--- config.mk ---
export PLATFORM = sky130hd
export DESIGN_NAME = window_seq
export DESIGN_NICKNAME = d
export VERILOG_FILES = /design/src/rtl/window_seq_pkg.sv /design/src/rtl/window_addr_gen.sv /design/src/rtl/window_seq.sv
export SDC_FILE = /design/constraint.sdc
export NUM_CORES = 1
export LEC_CHECK = 0
export BUFFER_PORTS_ARGS = -buffer_cell sky130_fd_sc_hd__buf_2
export CAP_MARGIN = 20
export CORE_UTILIZATION = 51
export DETAILED_ROUTE_END_ITERATION = 7
export PLACE_DENSITY = 0.79
export SYNTH_ARGS = -nofsm -noshare
export SYNTH_HDL_FRONTEND = slang
export SYNTH_SLANG_ARGS = --single-unit
--- constraint.sdc ---
create_clock -name clk_in -period 2.2 [get_ports clk_in]
set_clock_uncertainty 0.05 [all_clocks]
set_input_delay 0.44 -clock clk_in [delete_from_list [all_inputs] [get_ports clk_in]]
set_output_delay 0.44 -clock clk_in [all_outputs]
set_load 0.05 [all_outputs]
--- src/rtl/window_seq_pkg.sv ---
// Shared types and default geometry for the sample-window sequencer.
package window_seq_pkg;

  localparam int SAMPLES_SIZE_DEF = 64;
  localparam int ADDR_W_DEF       = 6;
  localparam int HOP_DEF          = 16;
  localparam int OVR_W            = 8;

  typedef enum logic [1:0] {
    ST_FILL   = 2'd0,
    ST_IDLE   = 2'd1,
    ST_STREAM = 2'd2,
    ST_WAIT   = 2'd3
  } state_e;

  // Saturating increment for the overrun counter
  function automatic logic [OVR_W-1:0] sat_inc(input logic [OVR_W-1:0] v);
    logic [OVR_W-1:0] r;
    if (v == {OVR_W{1'b1}}) begin
      r = v;
    end else begin
      r = v + {{(OVR_W-1){1'b0}}, 1'b1};
    end
    return r;
  endfunction

endpackage

--- src/rtl/window_addr_gen.sv ---
// Window read-address generator: latches the oldest slot and walks all
// SAMPLES_SIZE indices, advancing only when the consumer accepts.
module window_addr_gen
  import window_seq_pkg::*;
#(
  parameter int SAMPLES_SIZE = SAMPLES_SIZE_DEF,
  parameter int ADDR_W       = ADDR_W_DEF
) (
  input  logic              clk_i,
  input  logic              rst_i,
  input  logic              start_i,
  input  logic              stream_i,
  input  logic              ready_i,
  input  logic [ADDR_W-1:0] base_i,
  output logic [ADDR_W-1:0] idx_o,
  output logic              first_o,
  output logic              last_o,
  output logic              last_accept_o
);

  logic [ADDR_W-1:0] base_q, base_d;
  logic [ADDR_W-1:0] k_q, k_d;

  // Base latch and k counter next-state
  always_comb begin
    base_d = base_q;
    k_d    = k_q;
    if (start_i) begin
      base_d = base_i;
      k_d    = '0;
    end else if (stream_i && ready_i) begin
      k_d = k_q + ADDR_W'(1);
    end else begin
      k_d = k_q;
    end
  end

  // Base and k registers
  always_ff @(posedge clk_i or posedge rst_i) begin
    if (rst_i) begin
      base_q <= '0;
      k_q    <= '0;
    end else begin
      base_q <= base_d;
      k_q    <= k_d;
    end
  end

  // Index decode; natural wrap of base + k gives the circular walk
  always_comb begin
    idx_o         = '0;
    first_o       = 1'b0;
    last_o        = 1'b0;
    last_accept_o = 1'b0;
    if (stream_i) begin
      idx_o         = base_q + k_q;
      first_o       = (k_q == '0);
      last_o        = (k_q == ADDR_W'(SAMPLES_SIZE - 1));
      last_accept_o = ready_i && (k_q == ADDR_W'(SAMPLES_SIZE - 1));
    end else begin
      idx_o         = '0;
      first_o       = 1'b0;
      last_o        = 1'b0;
      last_accept_o = 1'b0;
    end
  end

endmodule

--- src/rtl/window_seq.sv ---
// Sample-window sequencer: forwards sample strobes, tracks fill/hop, gates
// jobs on window energy and streams the buffer to a downstream consumer.
module window_seq
  import window_seq_pkg::*;
#(
  parameter int SAMPLES_SIZE = SAMPLES_SIZE_DEF,
  parameter int ADDR_W       = ADDR_W_DEF,
  parameter int HOP          = HOP_DEF
) (
  input  logic                clk_in,
  input  logic                rst_in,
  input  logic                sample_valid_in,
  output logic                sampler_ready_out,
  input  logic [ADDR_W-1:0]   offset_in,
  input  logic signed [31:0]  norm_in,
  input  logic signed [31:0]  threshold_in,
  output logic [ADDR_W-1:0]   rd_idx_out,
  output logic                rd_valid_out,
  output logic                rd_first_out,
  output logic                rd_last_out,
  input  logic                consumer_ready_in,
  input  logic                job_done_in,
  output logic                done_out,
  output logic                stale_out,
  output logic                gate_skip_out,
  output logic                full_out,
  output logic                busy_out,
  output logic [OVR_W-1:0]    overrun_count_out
);

  localparam int FILL_W = $clog2(SAMPLES_SIZE + 1);
  localparam int HOP_W  = $clog2(HOP);
  localparam logic [FILL_W-1:0] FILL_MAX = FILL_W'(SAMPLES_SIZE);
  localparam logic [HOP_W-1:0]  HOP_LAST = HOP_W'(HOP - 1);

  state_e            state_q, state_d;
  logic [FILL_W-1:0] fill_q, fill_d;
  logic [HOP_W-1:0]  hop_q, hop_d;
  logic              pend_q, pend_d;
  logic              smp_rdy_q;
  logic              stale_acc_q, stale_acc_d;
  logic [OVR_W-1:0]  ovr_q, ovr_d;
  logic              done_q, done_d;
  logic              stale_q, stale_d;
  logic              gate_skip_q, gate_skip_d;
  logic              rd_valid_q, busy_q, full_q;
  logic              start_s, stream_s, last_accept_s;

  assign stream_s = (state_q == ST_STREAM);

  window_addr_gen #(
    .SAMPLES_SIZE (SAMPLES_SIZE),
    .ADDR_W       (ADDR_W)
  ) u_addr_gen (
    .clk_i         (clk_in),
    .rst_i         (rst_in),
    .start_i       (start_s),
    .stream_i      (stream_s),
    .ready_i       (consumer_ready_in),
    .base_i        (offset_in),
    .idx_o         (rd_idx_out),
    .first_o       (rd_first_out),
    .last_o        (rd_last_out),
    .last_accept_o (last_accept_s)
  );

  // Counters, trigger pend, energy gate, overrun and FSM next-state
  always_comb begin
    state_d     = state_q;
    fill_d      = fill_q;
    hop_d       = hop_q;
    pend_d      = 1'b0;
    ovr_d       = ovr_q;
    gate_skip_d = 1'b0;
    done_d      = 1'b0;
    stale_d     = 1'b0;
    stale_acc_d = stale_acc_q;
    start_s     = 1'b0;

    if (smp_rdy_q) begin
      fill_d = (fill_q == FILL_MAX) ? fill_q : fill_q + FILL_W'(1);
      hop_d  = (hop_q == HOP_LAST) ? '0 : hop_q + HOP_W'(1);
      pend_d = (hop_q == HOP_LAST) && (fill_d == FILL_MAX);
    end else begin
      pend_d = 1'b0;
    end

    case (state_q)
      ST_FILL: begin
        if (fill_d == FILL_MAX) begin
          state_d = ST_IDLE;
        end else begin
          state_d = ST_FILL;
        end
      end
      ST_IDLE: begin
        if (pend_q && (norm_in > threshold_in)) begin
          start_s     = 1'b1;
          stale_acc_d = 1'b0;
          state_d     = ST_STREAM;
        end else if (pend_q) begin
          gate_skip_d = 1'b1;
        end else begin
          state_d = ST_IDLE;
        end
      end
      ST_STREAM: begin
        if (pend_q) begin
          ovr_d = sat_inc(ovr_q);
        end else begin
          ovr_d = ovr_q;
        end
        if (smp_rdy_q) begin
          stale_acc_d = 1'b1;
        end else begin
          stale_acc_d = stale_acc_q;
        end
        if (last_accept_s) begin
          state_d = ST_WAIT;
        end else begin
          state_d = ST_STREAM;
        end
      end
      ST_WAIT: begin
        if (pend_q) begin
          ovr_d = sat_inc(ovr_q);
        end else begin
          ovr_d = ovr_q;
        end
        if (job_done_in) begin
          state_d = ST_IDLE;
          done_d  = 1'b1;
          stale_d = stale_acc_q;
        end else begin
          state_d = ST_WAIT;
        end
      end
      default: state_d = ST_FILL;
    endcase
  end

  // State, counters and registered outputs
  always_ff @(posedge clk_in or posedge rst_in) begin
    if (rst_in) begin
      state_q     <= ST_FILL;
      fill_q      <= '0;
      hop_q       <= '0;
      pend_q      <= 1'b0;
      smp_rdy_q   <= 1'b0;
      stale_acc_q <= 1'b0;
      ovr_q       <= '0;
      done_q      <= 1'b0;
      stale_q     <= 1'b0;
      gate_skip_q <= 1'b0;
      rd_valid_q  <= 1'b0;
      busy_q      <= 1'b0;
      full_q      <= 1'b0;
    end else begin
      state_q     <= state_d;
      fill_q      <= fill_d;
      hop_q       <= hop_d;
      pend_q      <= pend_d;
      smp_rdy_q   <= sample_valid_in;
      stale_acc_q <= stale_acc_d;
      ovr_q       <= ovr_d;
      done_q      <= done_d;
      stale_q     <= stale_d;
      gate_skip_q <= gate_skip_d;
      rd_valid_q  <= (state_d == ST_STREAM);
      busy_q      <= (state_d == ST_STREAM) || (state_d == ST_WAIT);
      full_q      <= (fill_d == FILL_MAX);
    end
  end

  assign sampler_ready_out = smp_rdy_q;
  assign rd_valid_out      = rd_valid_q;
  assign done_out          = done_q;
  assign stale_out         = stale_q;
  assign gate_skip_out     = gate_skip_q;
  assign full_out          = full_q;
  assign busy_out          = busy_q;
  assign overrun_count_out = ovr_q;

endmodule

After elaboration in Yosys (flattened, before gate mapping)
Index checks and enable logic that the tools add are counted.
{ "totals": {"out_inout_bits": 23, "ff_bits": 42} }
{ "classes": {"n_addsub": 5, "bitwise_logic": 1, "n_mux": 28, "eq_ne": 13, "reduce_logical": 12, "n_lt_le_gt_ge": 1} }
{ "op_table": {"columns": ["operator", "count"], "rows": [
  ["$gt 32x32->1", 1],
  ["$eq 7x7->1 const B", 3],
  ["$mux 6", 3],
  ["$mux 1", 17],
  ["$mux 7", 2],
  ["$add 8x1->8 const B", 1],
  ["$eq 2x2->1 const B", 4],
  ["$eq 8x8->1 const B", 1],
  ["$pmux 2 s4", 1],
  ["$add 7x1->7 const B", 1],
  ["$add 6x1->6 const B", 1],
  ["$add 6x6->6", 1],
  ["$eq 6x6->1 const B", 1],
  ["$logic_not 6->1", 1],
  ["$mux 2", 3],
  ["$reduce_and 3->1", 2],
  ["$add 4x1->4 const B", 1],
  ["$eq 4x4->1 const B", 1],
  ["$logic_and 1x1->1", 4],
  ["$mux 4", 1],
  ["$ne 2x2->1 const B", 2],
  ["$reduce_bool 2->1", 2],
  ["$eq 2x1->1 const B", 1],
  ["$logic_not 2->1", 1],
  ["other kinds (4)", 4]
]} }

Longest topological paths before layout
Gate-level depths: netlist of run 1.
{ "logic_depth": {"word_depth": 8, "mapped_depth": 9} }

By module
A second synthesis of run 1 with hierarchy kept.
{ "hier_totals": {"hier_cells": 340, "hier_area_um2": 3124.2} }
{ "by_module_without_submodules": {"columns": ["mod", "n_inst", "seq_area_each_um2", "area_each_um2", "cells_per_inst"], "rows": [
  ["window_seq", 1, 750.7, 2347.3, 264],
  ["window_addr_gen", 1, 300.3, 777.0, 76]
]} }

Least setup slack after synthesis of run 1
OpenSTA, ideal clock, no wires.
{ "synth_path": {"path_kind": "reg-to-output", "start": "reg u_addr_gen.k_q[1]", "end": "out rd_first_out", "arrival_ns": 2.130, "stages_incl_launch_ff": 5, "setup_slack_ns": -0.420, "cell_sequence": "dfrtp_1 inv_1 ha_1 nand2_1 nor4_1"} }
{ "synth_between": {"elab_chain_len": 2} }
{ "synth_lines": {"columns": ["item", "line", "source"], "rows": [
  ["from (decl)", "window_addr_gen.sv:22", "logic [ADDR_W-1:0] k_q, k_d;"],
  ["from (signal assigned)", "window_addr_gen.sv:45", "k_q <= k_d;"],
  ["$logic_not 6->1", "window_addr_gen.sv:57", "first_o = (k_q == '0);"],
  ["$mux 1", "window_addr_gen.sv:55", "if (stream_i) begin"],
  ["to (decl)", "window_seq.sv:19", "output logic rd_first_out,"]
]} }
Every way passes these cells.

Final worst setup path of run 1
{ "layout_path": {"start": "reg u_addr_gen.k_q[1]", "end": "out rd_idx_out[4]"} }
{ "layout_between": {"elab_chain_len": 2} }
{ "layout_lines": {"columns": ["item", "line", "source"], "rows": [
  ["$add 6x6->6", "window_addr_gen.sv:56", "idx_o = base_q + k_q;"],
  ["$mux 6", "window_addr_gen.sv:55", null],
  ["to (decl)", "window_seq.sv:17", "output logic [ADDR_W-1:0] rd_idx_out,"]
]} }
Every way passes these cells.

==> out/summary.txt, run 1 <==
Status = complete, but fails checks
Failing checks = setup timing
Final WS setup = -0.328 ns
Number of enable flip-flop cells after synthesis = 0
WL per Instance = 15.3 microns
Count of input and output buffers = 97
Hold-fix buffers at CTS = 0
Via count of the first global-routing pass = 2674
Leading cell type in the layout, fill and taps excluded = buf_2
Critical Path Sink Type = output port
Leakage = 2.26 nW
Startpoint class of the critical path = flip-flop
Residual DRC count = 0
Worst-path fanout max = 2
Post-Syn Nets = 442
Avg Inst Size Synth = 9.33 sq um
Total power after layout = 0.00269 W
Number of routed nets with antenna violations = 0
Initial antenna violation count = 0
Yosys Warn Count = 0
Global Route met3 Usage = 0.0448
Power density over the cells = 626 nW/um^2
Flops & latches, synth = 42
Cell breakdown of the critical path = buf_4, fa_2, a21oi_2, nor2_1, nor2_1, xor2_1, nor2_4, buf_6
Type of the tightest min-delay check = primary input to flip-flop
Leading area contributor after synthesis = dfrtp_1
Core Util, Final = 0.768
Synth unique cells = 47
CTS clock-pin slew for the worst setup and hold paths = 0.08 ns
Category of the most critical setup path = flip-flop to output port
I/O pins = 98
Largest net degree at the start of global routing = 43
Share of final-layout standard cells stronger than drive strength 1 = 0.413
Core Box Area = 5610 sq um
Relative max-transition margin = 0.648
FP Rows = 27
CTS tree = yes
Die height = 78.9 microns
Met2 Resource Use GR = 0.415
Area used by multi-input combinational logic = 2050 sq um
Wire length of the first global-routing pass = 11.2 mm
Number of iterations in the first detailed-routing pass = 4
Net count of the finished layout = 568
Transition time at the pin with the least slew margin = 0.528 ns
Prevailing post-synth register cell = dfrtp_1
Sequential share of the synthesized area = 0.349
Area added between synthesis and finish = 42.8%
GRT Total Usage = 0.224
Initial core utilization = 0.537
Crit path time final = 2.53 ns
Worst ir drop on vdd = 0.378 mV
Total area of sequential cells = 1050 sq um
Detailed placer's ending HPWL = 5.25 mm
Cell at the root of the clock tree = clkbuf_8
Portion of total power attributed to combinational logic = 0.415
Final setup vio count = 13
Internal power component = 0.00169 W
Met1 usage in global routing = 0.260
Leading cell types in the layout, fill and taps excluded = buf_2 (81), dfrtp_1 (42), inv_1 (35)
Relative contribution of sequential cells to total power = 0.400
Worst Path Buf+Inv = 2
Final count of hold timing violations = 0
Arrival time at the worst endpoint = 2.04 ns
Top cells by area, synth = dfrtp_1 (35%), ha_1 (18%), inv_1 (5.2%)
Max Freq = 396 MHz
Die Outline Area = 6220 sq um
Number of max-capacitance violations reported = 0
Maximum count of clock buffers along a single path = 2
Fraction of registers with async set or reset after synthesis = 1.00
Clock buffers created by TritonCTS = 5
Remaining Overflow, GRT = 0
Max Transition Viols Final = 0
Netlist Area Pre-Place = 3010 sq um
Final WL = 7.98 mm
Most used cell along the critical path = nor2_1
Width of the die = 78.9 microns
Net Sw Power = 0.00101 W
Number of DRC markers after the initial detailed-route iteration = 124
H-tree levels = 2
Cells after synthesis = 323
Unrepaired setup endpoints after global routing = true
Total inserted antenna cells = 0
Data required, critical path = 1.71 ns
DR vias = 2906
Area share of the leading cell type in the synthesized netlist = 0.349
Clock network latency to the later pin of the worst-skew pair = 0.29 ns
Number of cells in the design after placement = 505
Clock net sink count = 42
Worst hold margin = 0.199 ns
Count of non-filler cells in the finished layout = 522
Longest individual stage delay on the worst path = 0.41 ns
Most crowded layer after global routing = met2
Total of fill cells in the finished design = 373
Top Family by Delay on Critical Path = flip-flops
Clock share of power = 0.184
Library cell contributing the largest single delay on the critical path = dfrtp_1
Switching part of the total = 0.374
Final Wtd Congestion = 0.794
Part of the cycle the worst path needs = 1.15
Post-DR vias/cell = 5.57
==> cell families (layout without fill, tap and decap cells) <==
family | Yosys count | count (layout) | share of synthesized area
buffers and inverters | 50 | 177 | 0.0635
multiplexers | 9 | 9 | 0.0332
adder cells (fa/ha/maj) | 44 | 44 | 0.185
AND/OR/NAND/NOR | 93 | 93 | 0.163
XOR/XNOR | 25 | 25 | 0.0726
AO/OA/AOI/OAI | 60 | 60 | 0.134
flip-flops | 42 | 42 | 0.349
==> final cells by class <==
class                   instances  area share
clock buffers                   5      0.0160
clock inverters                 3     0.00494
inverters                      42      0.0407
multi-input cells             231       0.476
flip-flops and latches         42       0.244
well taps                      72      0.0209
repair buffers                127       0.197
==> flip-flops by register name, summed over array words and instances, names as in the netlist, 2 cells and up <==
| register | count |
|---|---|
| fill_q | 7 |
| hop_q | 4 |
| overrun_count_out | 8 |
| state_q | 2 |
| u_addr_gen.base_q | 6 |
| u_addr_gen.k_q | 6 |
==> stage by stage <==
stage | instance area [sq um] | worst slack (ns) | setup TNS, ns
3_5_place_dp | 3910 | -0.380 | -5.76
6_report | 4300 | -0.328 | -1.92
5_1_grt | 4300 | -0.411 | -2.53
3_3_place_gp | 3910 | -0.362 | -5.28
2_1_floorplan | 3200 | -0.152 | -1.45
4_1_cts | 4130 | -0.269 | -1.03
==> worst paths after layout <==
| check | slack (ns) | cells past startpoint | to | start |
|---|---|---|---|---|
| worst max-delay path | -0.33 | 8 | rd_idx_out[4] | u_addr_gen.k_q[1] |
| worst min-delay path | 0.20 | 1 | sampler_ready_out | sample_valid_in |
| worst max register to register | 0.17 | 9 | state_q[0] | fill_q[0] |
| worst min register to register | 0.44 | 1 | overrun_count_out[4] | overrun_count_out[4] |
| max in group asynchronous | 1.52 | 3 | fill_q[0] | rst_in |
| min in group asynchronous | 0.21 | 3 | full_out | rst_in |
==> power groups by stage <==
stage | Combinational (W) | Sequential [W] | Clock, W
finish | 0.00112 | 0.00108 | 0.000496
global placement | 0.000884 | 0.00108 | 0
detailed placement | 0.000927 | 0.00109 | 0
global route | 0.00124 | 0.00110 | 0.000534
floorplan | 0.000673 | 0.00102 | 0
CTS | 0.00100 | 0.00107 | 0.000502
==> routing by layer <==
layer | up-vias | share of wire
met5 | - | 0
met4 | 0 | 0.037
met3 | 31 | 0.041
met2 | 104 | 0.52
met1 | 1395 | 0.40
li1 | 1376 | -
==> cell usage after synthesis (2+ instances only) <==
| cell | instances |
|---|---|
| ha_1 | 43 |
| dfrtp_1 | 42 |
| inv_1 | 42 |
| nand2_1 | 26 |
| a21oi_1 | 19 |
| nor2_1 | 18 |
| xnor2_1 | 17 |
| nand4_1 | 13 |
| and3_1 | 9 |
| o21ai_0 | 9 |
| a21o_1 | 8 |
| mux2_2 | 8 |
| xor2_1 | 8 |
| clkbuf_1 | 7 |
| and2_1 | 5 |
| nand3_1 | 5 |
| a211oi_1 | 3 |
| a31oi_1 | 3 |
| nor4_1 | 3 |
| o31ai_1 | 3 |
| and4_1 | 2 |
| nand2b_1 | 2 |
| nor2b_1 | 2 |
| nor3_1 | 2 |
| o211ai_1 | 2 |
==> timing repair <==
item,in CTS,in global routing
setup endpoints to repair,14,17
resized for setup,27,25
setup buffers,4,6
pin swaps,14,18
(Power assumes the default switching activity.)
==> inputs of run 2 (changes only) <==
--- a/config.mk
+++ b/config.mk
@@ -5,11 +5,12 @@
 export SDC_FILE = /design/constraint.sdc
 export NUM_CORES = 1
 export LEC_CHECK = 0
+export ABC_AREA = 1
 export BUFFER_PORTS_ARGS = -buffer_cell sky130_fd_sc_hd__buf_2
 export CAP_MARGIN = 20
-export CORE_UTILIZATION = 51
+export CORE_UTILIZATION = 53
 export DETAILED_ROUTE_END_ITERATION = 7
-export PLACE_DENSITY = 0.79
+export PLACE_DENSITY = 0.81
 export SYNTH_ARGS = -nofsm -noshare
 export SYNTH_HDL_FRONTEND = slang
 export SYNTH_SLANG_ARGS = --single-unit
==> run 2 against run 1 <==
Against the previous run: the run still ends with setup timing left; die area grew 4.5%; clock-buffer cell count grew 2; final cell count grew 16%; critical endpoint is now rd_idx_out[5]; largest power group is now registers.
==> out/summary.txt, run 2 <==
Status = complete, but fails checks
Relative max-transition margin = 0.651 (+0.00290)
Total power after layout = 0.00221 W (-18%)
Worst-path fanout max = 3 (+1)
Startpoint class of the critical path = flip-flop
WL per Instance = 11.4 microns (-25%)
Final setup vio count = 5 (-8)
Via count of the first global-routing pass = 2759 (+3.2%)
Critical Path Sink Type = output port
Final WS setup = -0.414 ns (-0.0854 ns)
Number of iterations in the first detailed-routing pass = 4 (unchanged)
FP Rows = 28 (+3.7%)
Residual DRC count = 0 (unchanged)
Global Route met3 Usage = 0.0330 (-0.0119)
CTS clock-pin slew for the worst setup and hold paths = 0.08 ns (about the same)
Net count of the finished layout = 649 (+14%)
Netlist Area Pre-Place = 3280 sq um (+8.7%)
Detailed placer's ending HPWL = 5.41 mm (+3.2%)
Synth unique cells = 35 (-26%)
Post-layout instance area = 4200 sq um (-2.5%)
Avg Inst Size Synth = 7.97 sq um (-15%)
Leakage = 2.45 nW (+8.8%)
Total of fill cells in the finished design = 479 (+28%)
Crit path time final = 2.61 ns (+0.0854 ns)
H-tree levels = 2 (unchanged)
Transition time at the pin with the least slew margin = 0.524 ns (-0.00435 ns)
Largest net degree at the start of global routing = 43 (unchanged)
Number of DRC markers after the initial detailed-route iteration = 108 (-13%)
Final WL = 6.91 mm (-14%)
Category of the most critical setup path = flip-flop to output port
Total inserted antenna cells = 0 (unchanged)
Most crowded layer after global routing = met2
Cell at the root of the clock tree = clkbuf_8
Clock buffers created by TritonCTS = 5 (unchanged)
Most numerous cell in the Yosys netlist = inv_1
Clock network latency to the later pin of the worst-skew pair = 0.30 ns (about the same)
Arrival time at the worst endpoint = 2.12 ns (+0.08 ns)
Final count of hold timing violations = 0 (unchanged)
Maximum count of clock buffers along a single path = 2 (unchanged)
Cell area after placement = 3990 sq um (+2.0%)
CTS tree = yes
Cells after synthesis = 411 (+27%)
Number of routed nets with antenna violations = 0 (unchanged)
Data required, critical path = 1.71 ns (about the same)
Post-Syn Nets = 530 (+20%)
Max Freq = 383 MHz (-3.3%)
Area added between synthesis and finish = 28.1%
Core Box Area = 5960 sq um (+6.2%)
Leading cell type in the layout, fill and taps excluded = buf_2
Initial core utilization = 0.550 (+0.0125)
Fraction of registers with async set or reset after synthesis = 1.00 (unchanged)
Post-DR vias/cell = 4.88 (-12%)
Share of final-layout standard cells stronger than drive strength 1 = 0.358 (-0.0555)
Number of enable flip-flop cells after synthesis = 0 (unchanged)
Final Wtd Congestion = 0.841 (+5.9%)
Met1 usage in global routing = 0.244 (-0.0168)
Top cells by area, synth = dfrtp_1 (32%), ha_1 (16%), inv_1 (9.1%)
Yosys Warn Count = 0 (unchanged)
Largest register FFs = 8 (unchanged)
Type of the tightest min-delay check = primary input to flip-flop
Failing checks = setup timing
Max Transition Viols Final = 0 (unchanged)
Wire length of the first global-routing pass = 11.2 mm (-0.61%)
Die height = 80.6 microns (+2.2%)
Width of the die = 80.6 microns (+2.2%)
GRT Total Usage = 0.221 (-0.00327)
DR vias = 2958 (+1.8%)
Leading cell types in the layout, fill and taps excluded = buf_2 (91), inv_1 (77), nand2_1 (77)
Part of the cycle the worst path needs = 1.19 (+0.0388)
Power density over the cells = 526 nW/um^2 (-16%)
I/O pins = 98 (unchanged)
Final-layout setup total negative slack = -0.959 ns (+0.959 ns)
Die Outline Area = 6500 sq um (+4.5%)
Top cells by count, synth = inv_1 (79), nand2_1 (78), ha_1 (43), dfrtp_1 (42), nor2_1 (31)
Initial antenna violation count = 0 (unchanged)
Remaining Overflow, GRT = 0 (unchanged)
Number of max-capacitance violations reported = 0 (unchanged)
Unrepaired setup endpoints after global routing = true
Leading area contributor after synthesis = dfrtp_1
Clock net sink count = 42 (unchanged)
Met2 Resource Use GR = 0.426 (+0.0115)
Count of input and output buffers = 97 (unchanged)
Area share of the leading cell type in the synthesized netlist = 0.321 (-0.0278)
Prevailing post-synth register cell = dfrtp_1
Worst ir drop on vdd = 0.535 mV (+41%)
Sequential share of the synthesized area = 0.321 (-0.0278)
Flops & latches, synth = 42 (unchanged)
run 2: metrics by stage:
stage / setup slack (ns) / hold slack (ns) / std cells / utilization
finish: -0.414 / 0.192 / 606 / 0.705
floorplan: -0.236 / 0.409 / 411 / -
detailed placement: -0.157 / 0.432 / 595 / 0.670
CTS: -0.442 / 0.188 / 605 / 0.700
global route: -0.520 / 0.191 / 606 / 0.705
global placement: -0.0899 / 0.422 / 595 / 0.670
run 2: critical path, stage by stage (launching register included):
cell	delay (ns)
dfrtp_1	0.42
ha_4	0.26
a21o_1	0.15
a31oi_1	0.18
nor2_1	0.08
nor2_1	0.09
nor2_1	0.05
nor2_1	0.13
xor2_1	0.26
nor2_4	0.06
buf_8	0.15
run 2: what timing repair did:
item / CTS / global route
pin swaps: 13 / 16
resized for setup: 18 / 9
endpoints found under the setup margin: 6 / 5
hold buffers: 0 / 0
buffers inserted: 2 / 4
run 2: kinds of logic after synthesis:
logic type,synth area share
buffers and inverters,0.118
DFF,0.321
adders and majority gates,0.170
xor gates and xnor gates,0.0401
AOI/OAI and AO/OA,0.0817
and+or+nand+nor,0.269
run 2: layout make-up:
type,count,area (sq um),area share
clock buffer,7,76.3,0.0182
clock inverter,1,30.0,0.00716
inverter,87,327,0.0778
multi-input combinational,277,1920,0.458
sequential,42,1050,0.250
tap,75,93.8,0.0224
timing repair buffer,117,697,0.166
run 2: final timing paths:
path | endpoint | cells past startpoint | start | slack (ns)
max | rd_idx_out[5] | 10 | u_addr_gen.k_q[2] | -0.41
min | sampler_ready_out | 1 | sample_valid_in | 0.19
max reg2reg | overrun_count_out[7] | 8 | overrun_count_out[0] | 0.38
min reg2reg | u_addr_gen.base_q[4] | 2 | u_addr_gen.base_q[4] | 0.45
max in group asynchronous | u_addr_gen.k_q[0] | 3 | rst_in | 1.53
min in group asynchronous | overrun_count_out[5] | 3 | rst_in | 0.21
run 2: per-layer routing:
layer	share of wire	routed length, microns
met1	0.41	2850
met2	0.53	3680
met5	0	0
met3	0.042	289
met4	0.013	87
run 2: power by group:
part	switching [W]	internal, W	total, W
logic	0.000364	0.000278	0.000642
clock network	0.000265	0.000340	0.000604
registers	0.000104	0.000859	0.000962
